**config.mk**
```make
export PLATFORM = sky130hd
export DESIGN_NAME = float_round_pipe
export DESIGN_NICKNAME = d
export VERILOG_FILES = /design/src/rtl/float_round_pipe.sv
export SDC_FILE = /design/constraint.sdc
export NUM_CORES = 1
export LEC_CHECK = 0
export ABC_AREA = 1
export CAP_MARGIN = 40
export CORE_MARGIN = 5
export CORE_UTILIZATION = 30
export DETAILED_ROUTE_END_ITERATION = 10
export PLACE_DENSITY_LB_ADDON = 0.3
export SLEW_MARGIN = 20
export SYNTH_ARGS = -nofsm -noshare
export SYNTH_HDL_FRONTEND = slang
export SYNTH_SLANG_ARGS = --single-unit
```
**constraint.sdc**
```tcl
create_clock -name clk -period 1.8 [get_ports clk]
set_input_delay 0.36 -clock clk [delete_from_list [all_inputs] [get_ports clk]]
set_output_delay 0.36 -clock clk [all_outputs]
set_load 0.1 [all_outputs]
```
**src/rtl/float_round_pipe.sv**
```systemverilog
// float_round_pipe: two-stage rounding and post-normalisation for the float
// datapath. Stage 1 pre-shifts an overflowed fraction and applies the rounding
// increment; stage 2 renormalises on carry and clamps exponent overflow to
// infinity or max-finite according to the rounding mode.
// Optional build macro ROUND_INEXACT_FLAG_EN adds the out_inexact output.
module float_round_pipe #(
    parameter int MANT_W = 23,
    parameter int EXP_W  = 8
) (
    input  logic              clk,
    input  logic              reset_n,
    input  logic              in_valid,
    output logic              in_ready,
    input  logic              in_sign,
    input  logic [EXP_W-1:0]  in_exp,
    input  logic [MANT_W+4:0] in_frac,
    input  logic [1:0]        in_mode,
    output logic              out_valid,
    input  logic              out_ready,
    output logic              out_sign,
    output logic [EXP_W-1:0]  out_exp,
    output logic [MANT_W-1:0] out_mant,
    output logic              out_ovf
`ifdef ROUND_INEXACT_FLAG_EN
    ,
    output logic              out_inexact
`endif
);

    // Two spare exponent bits absorb the pre-shift and carry increments.
    localparam int XW = EXP_W + 2;
    localparam logic [XW-1:0] EXP_MAX = {2'b00, {EXP_W{1'b1}}};

    localparam logic [1:0] MODE_RNE = 2'b00;
    localparam logic [1:0] MODE_RTZ = 2'b01;
    localparam logic [1:0] MODE_RUP = 2'b10;

    function automatic logic round_up(input logic [1:0] mode, input logic sign,
                                      input logic lsb, input logic g,
                                      input logic r, input logic s);
        case (mode)
            MODE_RNE: return g & (r | s | lsb);
            MODE_RTZ: return 1'b0;
            MODE_RUP: return !sign & (g | r | s);
            default:  return sign & (g | r | s);
        endcase
    endfunction

    // Overflow saturates to infinity when the mode rounds away from zero
    // in the direction of the sign; otherwise to the largest finite value.
    function automatic logic ovf_to_inf(input logic [1:0] mode, input logic sign);
        case (mode)
            MODE_RNE: return 1'b1;
            MODE_RTZ: return 1'b0;
            MODE_RUP: return !sign;
            default:  return sign;
        endcase
    endfunction

    logic              vld_p1, vld_p2;
    logic              adv_p1;

    logic [MANT_W+3:0] norm;
    logic [MANT_W:0]   hm;
    logic              grd, rnd, stk, up;
    logic [XW-1:0]     exp_d;
    logic              carry_d, zero_d;
    logic [MANT_W-1:0] mant_d;

    logic              sign_p1, carry_p1, zero_p1;
    logic [1:0]        mode_p1;
    logic [XW-1:0]     exp_p1;
    logic [MANT_W-1:0] mant_p1;

    logic [XW-1:0]     exp_fin;
    logic [EXP_W-1:0]  res_exp;
    logic [MANT_W-1:0] res_mant;
    logic              res_ovf;

`ifdef ROUND_INEXACT_FLAG_EN
    logic              inexact_d, inexact_p1;
`endif

    assign adv_p1    = !vld_p2 | out_ready;
    assign in_ready  = !vld_p1 | adv_p1;
    assign out_valid = vld_p2;

    // Stage 1 combinational: pre-shift on O, pick rounding increment, add.
    always_comb begin
        norm    = in_frac[MANT_W+4] ? {in_frac[MANT_W+4:2], in_frac[1] | in_frac[0]}
                                    : in_frac[MANT_W+3:0];
        exp_d   = {2'b00, in_exp} + {{(XW-1){1'b0}}, in_frac[MANT_W+4]};
        hm      = norm[MANT_W+3:3];
        grd     = norm[2];
        rnd     = norm[1];
        stk     = norm[0];
        up      = round_up(in_mode, in_sign, hm[0], grd, rnd, stk);
        carry_d = up & (&hm);
        mant_d  = hm[MANT_W-1:0] + {{(MANT_W-1){1'b0}}, up};
        zero_d  = (in_frac == '0);
`ifdef ROUND_INEXACT_FLAG_EN
        inexact_d = grd | rnd | stk;
`endif
    end

    // Stage 1 valid: load whenever the stage can accept a new beat.
    always_ff @(posedge clk or negedge reset_n) begin
        if (!reset_n)
            vld_p1 <= 1'b0;
        else if (in_ready)
            vld_p1 <= in_valid;
    end

    // ---- stage 1 register boundary ----
    // Stage 1 data: captured on input transfer only.
    always_ff @(posedge clk) begin
        if (in_valid && in_ready) begin
            sign_p1  <= in_sign;
            mode_p1  <= in_mode;
            exp_p1   <= exp_d;
            carry_p1 <= carry_d;
            mant_p1  <= mant_d;
            zero_p1  <= zero_d;
`ifdef ROUND_INEXACT_FLAG_EN
            inexact_p1 <= inexact_d;
`endif
        end
    end

    // Stage 2 combinational: renormalise on carry, then clamp overflow.
    always_comb begin
        exp_fin  = exp_p1 + {{(XW-1){1'b0}}, carry_p1};
        res_exp  = exp_fin[EXP_W-1:0];
        res_mant = carry_p1 ? '0 : mant_p1;
        res_ovf  = 1'b0;
        if (zero_p1) begin
            res_exp  = '0;
            res_mant = '0;
        end else if (exp_fin >= EXP_MAX) begin
            res_ovf = 1'b1;
            if (ovf_to_inf(mode_p1, sign_p1)) begin
                res_exp  = '1;
                res_mant = '0;
            end else begin
                res_exp  = {{(EXP_W-1){1'b1}}, 1'b0};
                res_mant = '1;
            end
        end
    end

    // ---- stage 2 register boundary ----
    // Output register: holds while downstream stalls, reset to zero.
    always_ff @(posedge clk or negedge reset_n) begin
        if (!reset_n) begin
            vld_p2   <= 1'b0;
            out_sign <= 1'b0;
            out_exp  <= '0;
            out_mant <= '0;
            out_ovf  <= 1'b0;
`ifdef ROUND_INEXACT_FLAG_EN
            out_inexact <= 1'b0;
`endif
        end else if (adv_p1) begin
            vld_p2 <= vld_p1;
            if (vld_p1) begin
                out_sign <= sign_p1;
                out_exp  <= res_exp;
                out_mant <= res_mant;
                out_ovf  <= res_ovf;
`ifdef ROUND_INEXACT_FLAG_EN
                out_inexact <= inexact_p1 | res_ovf;
`endif
            end
        end
    end

endmodule

```
==> results.py, run 1 <==
metrics = {
    "timing": {
        "relSlewSlack_pct": 69.98,
        "worst_slack_ps": -200.9,
        "tns_ps": -7050,
        "finalHoldViolations": 0,
        "finalWorstPathRequiredPeriod_ps": 2001,
        "timing.hold.ws_ps": 438.8,
        "post-route-period-util_pct": 111.2,
        "setup_viol": 52,
        "max_freq_ghz": 0.4998,
        "grt_setup_unrepaired": "true",
        "drv_slew": 0,
        "worst_pin_slew_ps": 448.3,
        "finClkSkew_ps": 7.005,
    },
    "clock_network": {
        "cts_made_buffers": 9,
        "ctsRootBufferMaster": "clkbuf_16",
        "clock_path_buffers": 2,
        "cts_tree": "yes",
        "clk_pin_slew_worst_paths_ps": 60,
        "hold_buffers": 0,
        "cts.htree.levels": 3,
        "cts_sinks": 72,
        "clk_latency_ps": 330,
    },
    "critical_path": {
        "worstRegToRegCells": 14,
        "cp.arrival_ps": 2090,
        "rr_startpoint": "carry_p1",
        "cp.required_ps": 1890,
        "r2r_end": "out_mant[9]",
        "crit_type": "in -> reg",
        "r2r_setup_slack_ps": -190,
        "critPathLaunchType": "primary input",
        "endpoint_kind": "register",
        "crit_fanout": 5,
    },
    "global_route": {
        "grt_antenna_before_repair": 0,
        "grt_usage_pct": 13.64,
        "use_met2_pct": 21.07,
        "use_met1_pct": 19.08,
        "grt_start_max_net_pins": 41,
        "grt.overflow.total": 0,
        "grt_pass1_wl_mm": 18.08,
        "busiest_layer": "met2",
        "grt_pass1_vias": 3799,
        "use_met3_pct": 3.000,
    },
    "layout": {
        "diodes": 0,
        "syn_to_final_growth_pct": 71.81,
        "mostFrequentLayoutCell": "nand2_1",
        "nets": 727,
        "layout_common_cells": "145 x nand2_1, 75 x buf_4, 47 x inv_1",
        "drive_gt1_share_pct": 37.24,
        "finish.utilization_pct": 52.15,
    },
    "floorplan": {
        "io_pins": 78,
        "die-area_sq_um": 16340,
        "fp-row-count": 43,
        "start_util_pct": 30.35,
        "die_x_um": 127.8,
        "core_area_sq_um": 13720,
        "dieHeight_um": 127.8,
    },
    "routing": {
        "drtPass1Iterations": 5,
        "drtIter0Drc": 179,
        "ant_nets": 0,
        "wirelength_mm": 11.32,
        "drc": 0,
        "num_vias": 3835,
        "wire_per_inst_um": 13.13,
        "vias_per_cell": 4.449,
    },
    "logic_synthesis": {
        "async_reset_ff_share_pct": 48.61,
        "syn_avg_cell_area_sq_um": 8.117,
        "postSynthCellCount": 513,
        "synth.area.top_cells": "edfxtp_1 27%, dfrtp_1 21%, nand2_1 15%, nand3_1 8.2%, xor2_1 4.8%",
        "ys.flop_type": "edfxtp_1",
        "yosysTopAreaCell": "edfxtp_1",
        "ys_warn_count": 0,
        "synthesis.area_sq_um": 4164,
        "synth_top_area_share_pct": 26.68,
        "ys_seq_area_share_pct": 47.72,
        "ys_ff_latch": 72,
        "syn_nets": 563,
        "yosysUniqueCellTypes": 33,
        "synth_edf_count": 37,
    },
    "placed_design": {
        "dp_hpwl_mm": 8.649,
        "port-buffer-count": 77,
        "post-place-ws_ps": -1111,
        "gp_congestion": 0.8005,
    },
    "power_and_ir_drop": {
        "p_total_mw": 8.025,
        "irDropWorstVdd_uv": 490.9,
        "p_per_area_nw_per_um2": 1122,
        "p_leak_nw": 3.228,
    },
    "job": {
        "maxCapViolCount": 0,
    },
    "hold_path": {
        "hp-class": "in -> async",
    },
    "status": {
        "run_status": "finished, violations left",
        "violations": "setup timing",
    },
}
==> flip-flops by register name, indices dropped and copies added, names as in the netlist <==
signal     cells
mant_p1       23
out_mant      23
exp_p1         9
out_exp        8
mode_p1        2
carry_p1       1
out_ovf        1
out_sign       1
out_valid      1
sign_p1        1
vld_p1         1
zero_p1        1
==> routing by layer <==
metal  share of wire (%)  vias to the layer above
met5                   0                        -
met4                 1.5                        0
met3                 3.9                       10
met2                  47                       84
li1                    -                     2023
met1                  48                     1718
==> where the power goes <==
| part | switching [mW] | internal (mW) |
|---|---|---|
| clock network | 0.642 | 1.49 |
| registers | 0.265 | 2.04 |
| logic | 2.24 | 1.35 |
==> cells in the mapped netlist (4+ instances only) <==
cell / count
o21ai_1: 6
nand4_1: 9
xnor2_1: 4
o211ai_1: 4
edfxtp_1: 37
inv_1: 51
nor4_1: 8
buf_2: 6
nand2_1: 161
o21ai_0: 19
clkbuf_1: 8
xor2_1: 23
nor2_1: 30
nand3_1: 68
nor3_1: 9
ha_1: 7
dfrtp_1: 35
==> repair_timing <==
action                     4_1_cts  5_1_grt
resized for setup               54       74
setup endpoints to repair       56       53
setup buffers                    4        8
cloned                           0        6
pin swaps                       16       36
==> area by class of cell <==
class	instances	area (sq um)
repair buffers	172	1998
flip-flops and latches	72	1991
clock buffers	10	229.0
multi-input cells	371	2377
clock inverters	6	131.4
well taps	180	225.2
inverters	51	202.7
fillers	1255	6565
==> worst max path at each step <==
stage                      startpoint          end  cells after the start
after floorplan           in_frac[27]  mant_p1[18]                     14
after global placement    in_frac[27]  mant_p1[18]                     13
after detailed placement  in_frac[27]  mant_p1[22]                     11
after CTS                 in_frac[27]  mant_p1[18]                     13
after global routing      in_frac[27]  mant_p1[16]                     13
final                     in_frac[27]  mant_p1[18]                     13
==> metrics by stage <==
| step | area, sq um | std cells |
|---|---|---|
| global placement | 6198 | 829 |
| detailed placement | 6198 | 829 |
| CTS | 6668 | 849 |
| floorplan | 4342 | 513 |
| finish | 7154 | 862 |
| global route | 7154 | 862 |
==> kinds of logic after synthesis <==
group	after synthesis	share of synthesized area [%]
buffers and inverters	70	7.211
XOR/XNOR	27	5.679
AND/OR/NAND/NOR	298	31.55
AO/OA/AOI/OAI	38	5.469
multiplexers	1	0.2704
adder cells (fa/ha/maj)	7	2.103
flip-flops	72	47.72
==> worst max-delay path: stages <==
cell and delay, ps:
buf_6 100, buf_6 130, o21ai_4 140, o21ai_2 80, o31ai_2 260, ha_2 250
ha_4 150, nand2_4 60, nor2_4 130, nand2_2 70, nor2_4 140, nand3_2 80
xor2_1 150
Power figures use the tool's default switching activity.
==> run 2, diff against run 1 <==
- REMOVE_ABC_BUFFERS: not set -> 1
==> run 2 against run 1 <==
Against the previous run:
- the run still ends with setup timing left
- wire length rose by 11%
- clock power fell by 20%
- worst setup slack got worse by 44 ps
- register-to-register slack got worse by 50 ps
- combinational power rose by 4%
- global-route usage rose by 1.6 points
- worst hold slack got worse by 45 ps
- largest cell class unchanged
- largest power group unchanged
- highest routed layer unchanged
==> results.py, run 2 (same netlist as run 1, synthesis figures left out) <==
metrics = {
    "status": {
        "run_status": "finished, violations left",
        "violations": "setup timing",
    },
    "power_and_ir_drop": {
        "p_per_area_nw_per_um2": 1032,
        "clkPwrFrac_pct": 22.0,
        "switchingPower_mw": 3.231,
        "p_leak_nw": 3.447,
        "sw_frac_of_total_pct": 41.87,
        "p_comb_share_pct": 48.2,
        "seq_power_share_pct": 29.8,
        "irDropWorstVdd_uv": 491.3,
        "p_int_mw": 4.487,
    },
    "global_route": {
        "grt_pass1_wl_mm": 20.17,
        "grt_usage_pct": 15.19,
        "grt_start_max_net_pins": 38,
        "grt_antenna_before_repair": 0,
        "grt.overflow.total": 0,
        "grt_pass1_vias": 4100,
    },
    "routing": {
        "wire_per_inst_um": 14.36,
        "drtIter0Drc": 208,
        "ant_nets": 0,
        "wirelength_mm": 12.56,
        "drtPass1Iterations": 4,
        "drc": 0,
        "vias_per_cell": 4.643,
        "num_vias": 4063,
    },
    "layout": {
        "syn_to_final_growth_pct": 79.54,
        "layout_common_cells": "143 x nand2_1, 83 x buf_4, 47 x inv_1",
        "drive_gt1_share_pct": 42.16,
        "top_regs": "mant_p1 (23), out_mant (23), exp_p1 (9)",
        "nets": 740,
        "finalNonFillerCells": 875,
        "mostFrequentLayoutCell": "nand2_1",
        "diodes": 0,
    },
    "timing": {
        "post-route-period-util_pct": 113.6,
        "drv_slew": 0,
        "max_freq_ghz": 0.4891,
        "grt_setup_unrepaired": "true",
        "finalWorstPathRequiredPeriod_ps": 2045,
        "relSlewSlack_pct": 53.44,
        "finalHoldViolations": 0,
        "worst_slack_ps": -244.7,
        "worst_pin_slew_ps": 697.6,
        "setup_viol": 43,
        "finClkSkew_ps": 6.943,
    },
    "floorplan": {
        "die-area_sq_um": 16340,
        "fp-row-count": 43,
        "io_pins": 78,
        "dieHeight_um": 127.8,
        "start_util_pct": 30.35,
        "core_area_sq_um": 13720,
        "die_x_um": 127.8,
    },
    "placed_design": {
        "dpl.cell_count": 832,
        "dp_hpwl_mm": 8.603,
        "port-buffer-count": 77,
        "post-place-ws_ps": -1220,
        "gp_congestion": 0.8367,
    },
    "critical_path": {
        "critPathLaunchType": "register",
        "cp.arrival_ps": 2260,
        "endpoint_kind": "register",
        "cp.required_ps": 2020,
        "crit_fanout": 6,
        "crit_type": "reg -> reg",
    },
    "clock_network": {
        "cts_tree": "yes",
        "clock_path_buffers": 2,
        "clk_pin_slew_worst_paths_ps": 50,
        "clk_latency_ps": 330,
        "cts_sinks": 72,
        "cts.htree.levels": 3,
        "cts_made_buffers": 9,
        "ctsRootBufferMaster": "clkbuf_16",
        "hold_buffers": 0,
    },
    "hold_path": {
        "hp-class": "in -> reg",
    },
    "job": {
        "maxCapViolCount": 0,
    },
}
run 2: changes by cell type in the layout (fill, tap and decap cells not counted), moves of 4 or more:
cell             delta
nand3_1            -20
nand3_2            +12
buf_4               +8
nand3_4             +8
clkdlybuf4s50_1     -7
dlymetal6s2s_1      +6
clkbuf_16           -4
nor2_4              +4
nor3_1              -4
run 2: per-stage QoR:
stage | TNS [ps] | util (%) | hold WS, ps | area, sq um | power, mW
4_1_cts | -7218 | 51.69 | 430.2 | 7092 | 7.652
3_3_place_gp | -29130 | 44.17 | 503.2 | 6060 | 5.659
5_1_grt | -11930 | 54.49 | 400.0 | 7476 | 8.012
3_5_place_dp | -31800 | 44.17 | 507.7 | 6060 | 5.696
6_report | -7457 | 54.49 | 393.5 | 7476 | 7.718
2_1_floorplan | -90680 | - | 64.41 | 4055 | 4.180
run 2: cell type report:
class | count | area, sq um
Clock buffer | 12 | 236.5
Clock inverter | 4 | 45.04
Fill cell | 1179 | 6243
Inverter | 51 | 198.9
Multi-Input combinational cell | 374 | 2701
Sequential cell | 72 | 1987
Tap cell | 180 | 225.2
Timing Repair Buffer | 182 | 2082
run 2: repair_timing:
action | CTS | global route
setup endpoints to repair | 57 | 53
pin swaps | 55 | 56
hold endpoints to repair | 0 | 0
cloned | 6 | 0
gates resized for setup | 143 | 89
setup buffers | 21 | 8
run 2: power by group through the flow:
stage / clock (mW) / sequential (mW) / combinational (mW)
after floorplan: 0 / 3.64 / 0.545
after global placement: 0 / 2.32 / 3.34
after detailed placement: 0 / 2.33 / 3.36
after CTS: 1.73 / 2.31 / 3.62
after global routing: 1.80 / 2.34 / 3.88
final: 1.70 / 2.30 / 3.72
run 2: worst max-delay path, cell delays in order, from the launching register on:
cell      delay [ps]
edfxtp_1         410
ha_4             170
ha_4             140
nand2_4           60
nor2_4           100
nand2_2           70
nor2_4           160
nor2_4            50
a21oi_4          200
buf_12           140
nand2_8          120
nand2_8          140
nand2_2           60
nand2_1           50
nand2_1           50
run 2: final timing paths:
check,from,end,slack [ps],cells past startpoint
setup / recovery,exp_p1[0],out_exp[0],-240,14
hold / removal,in_sign,sign_p1,390,1
setup reg to reg,exp_p1[0],out_exp[0],-240,14
hold reg to reg,sign_p1,out_sign,520,1
max in group asynchronous,reset_n,out_mant[1],1000,2
min in group asynchronous,reset_n,out_mant[17],460,2
run 2: layer usage:
| layer | share of wire, % | global-route usage (%) | vias up |
|---|---|---|---|
| met5 | 0 | 0 | - |
| li1 | - | - | 2057 |
| met4 | 2.2 | 4.744 | 0 |
| met1 | 44 | 19.78 | 1886 |
| met3 | 4.5 | 3.250 | 19 |
| met2 | 50 | 25.29 | 101 |
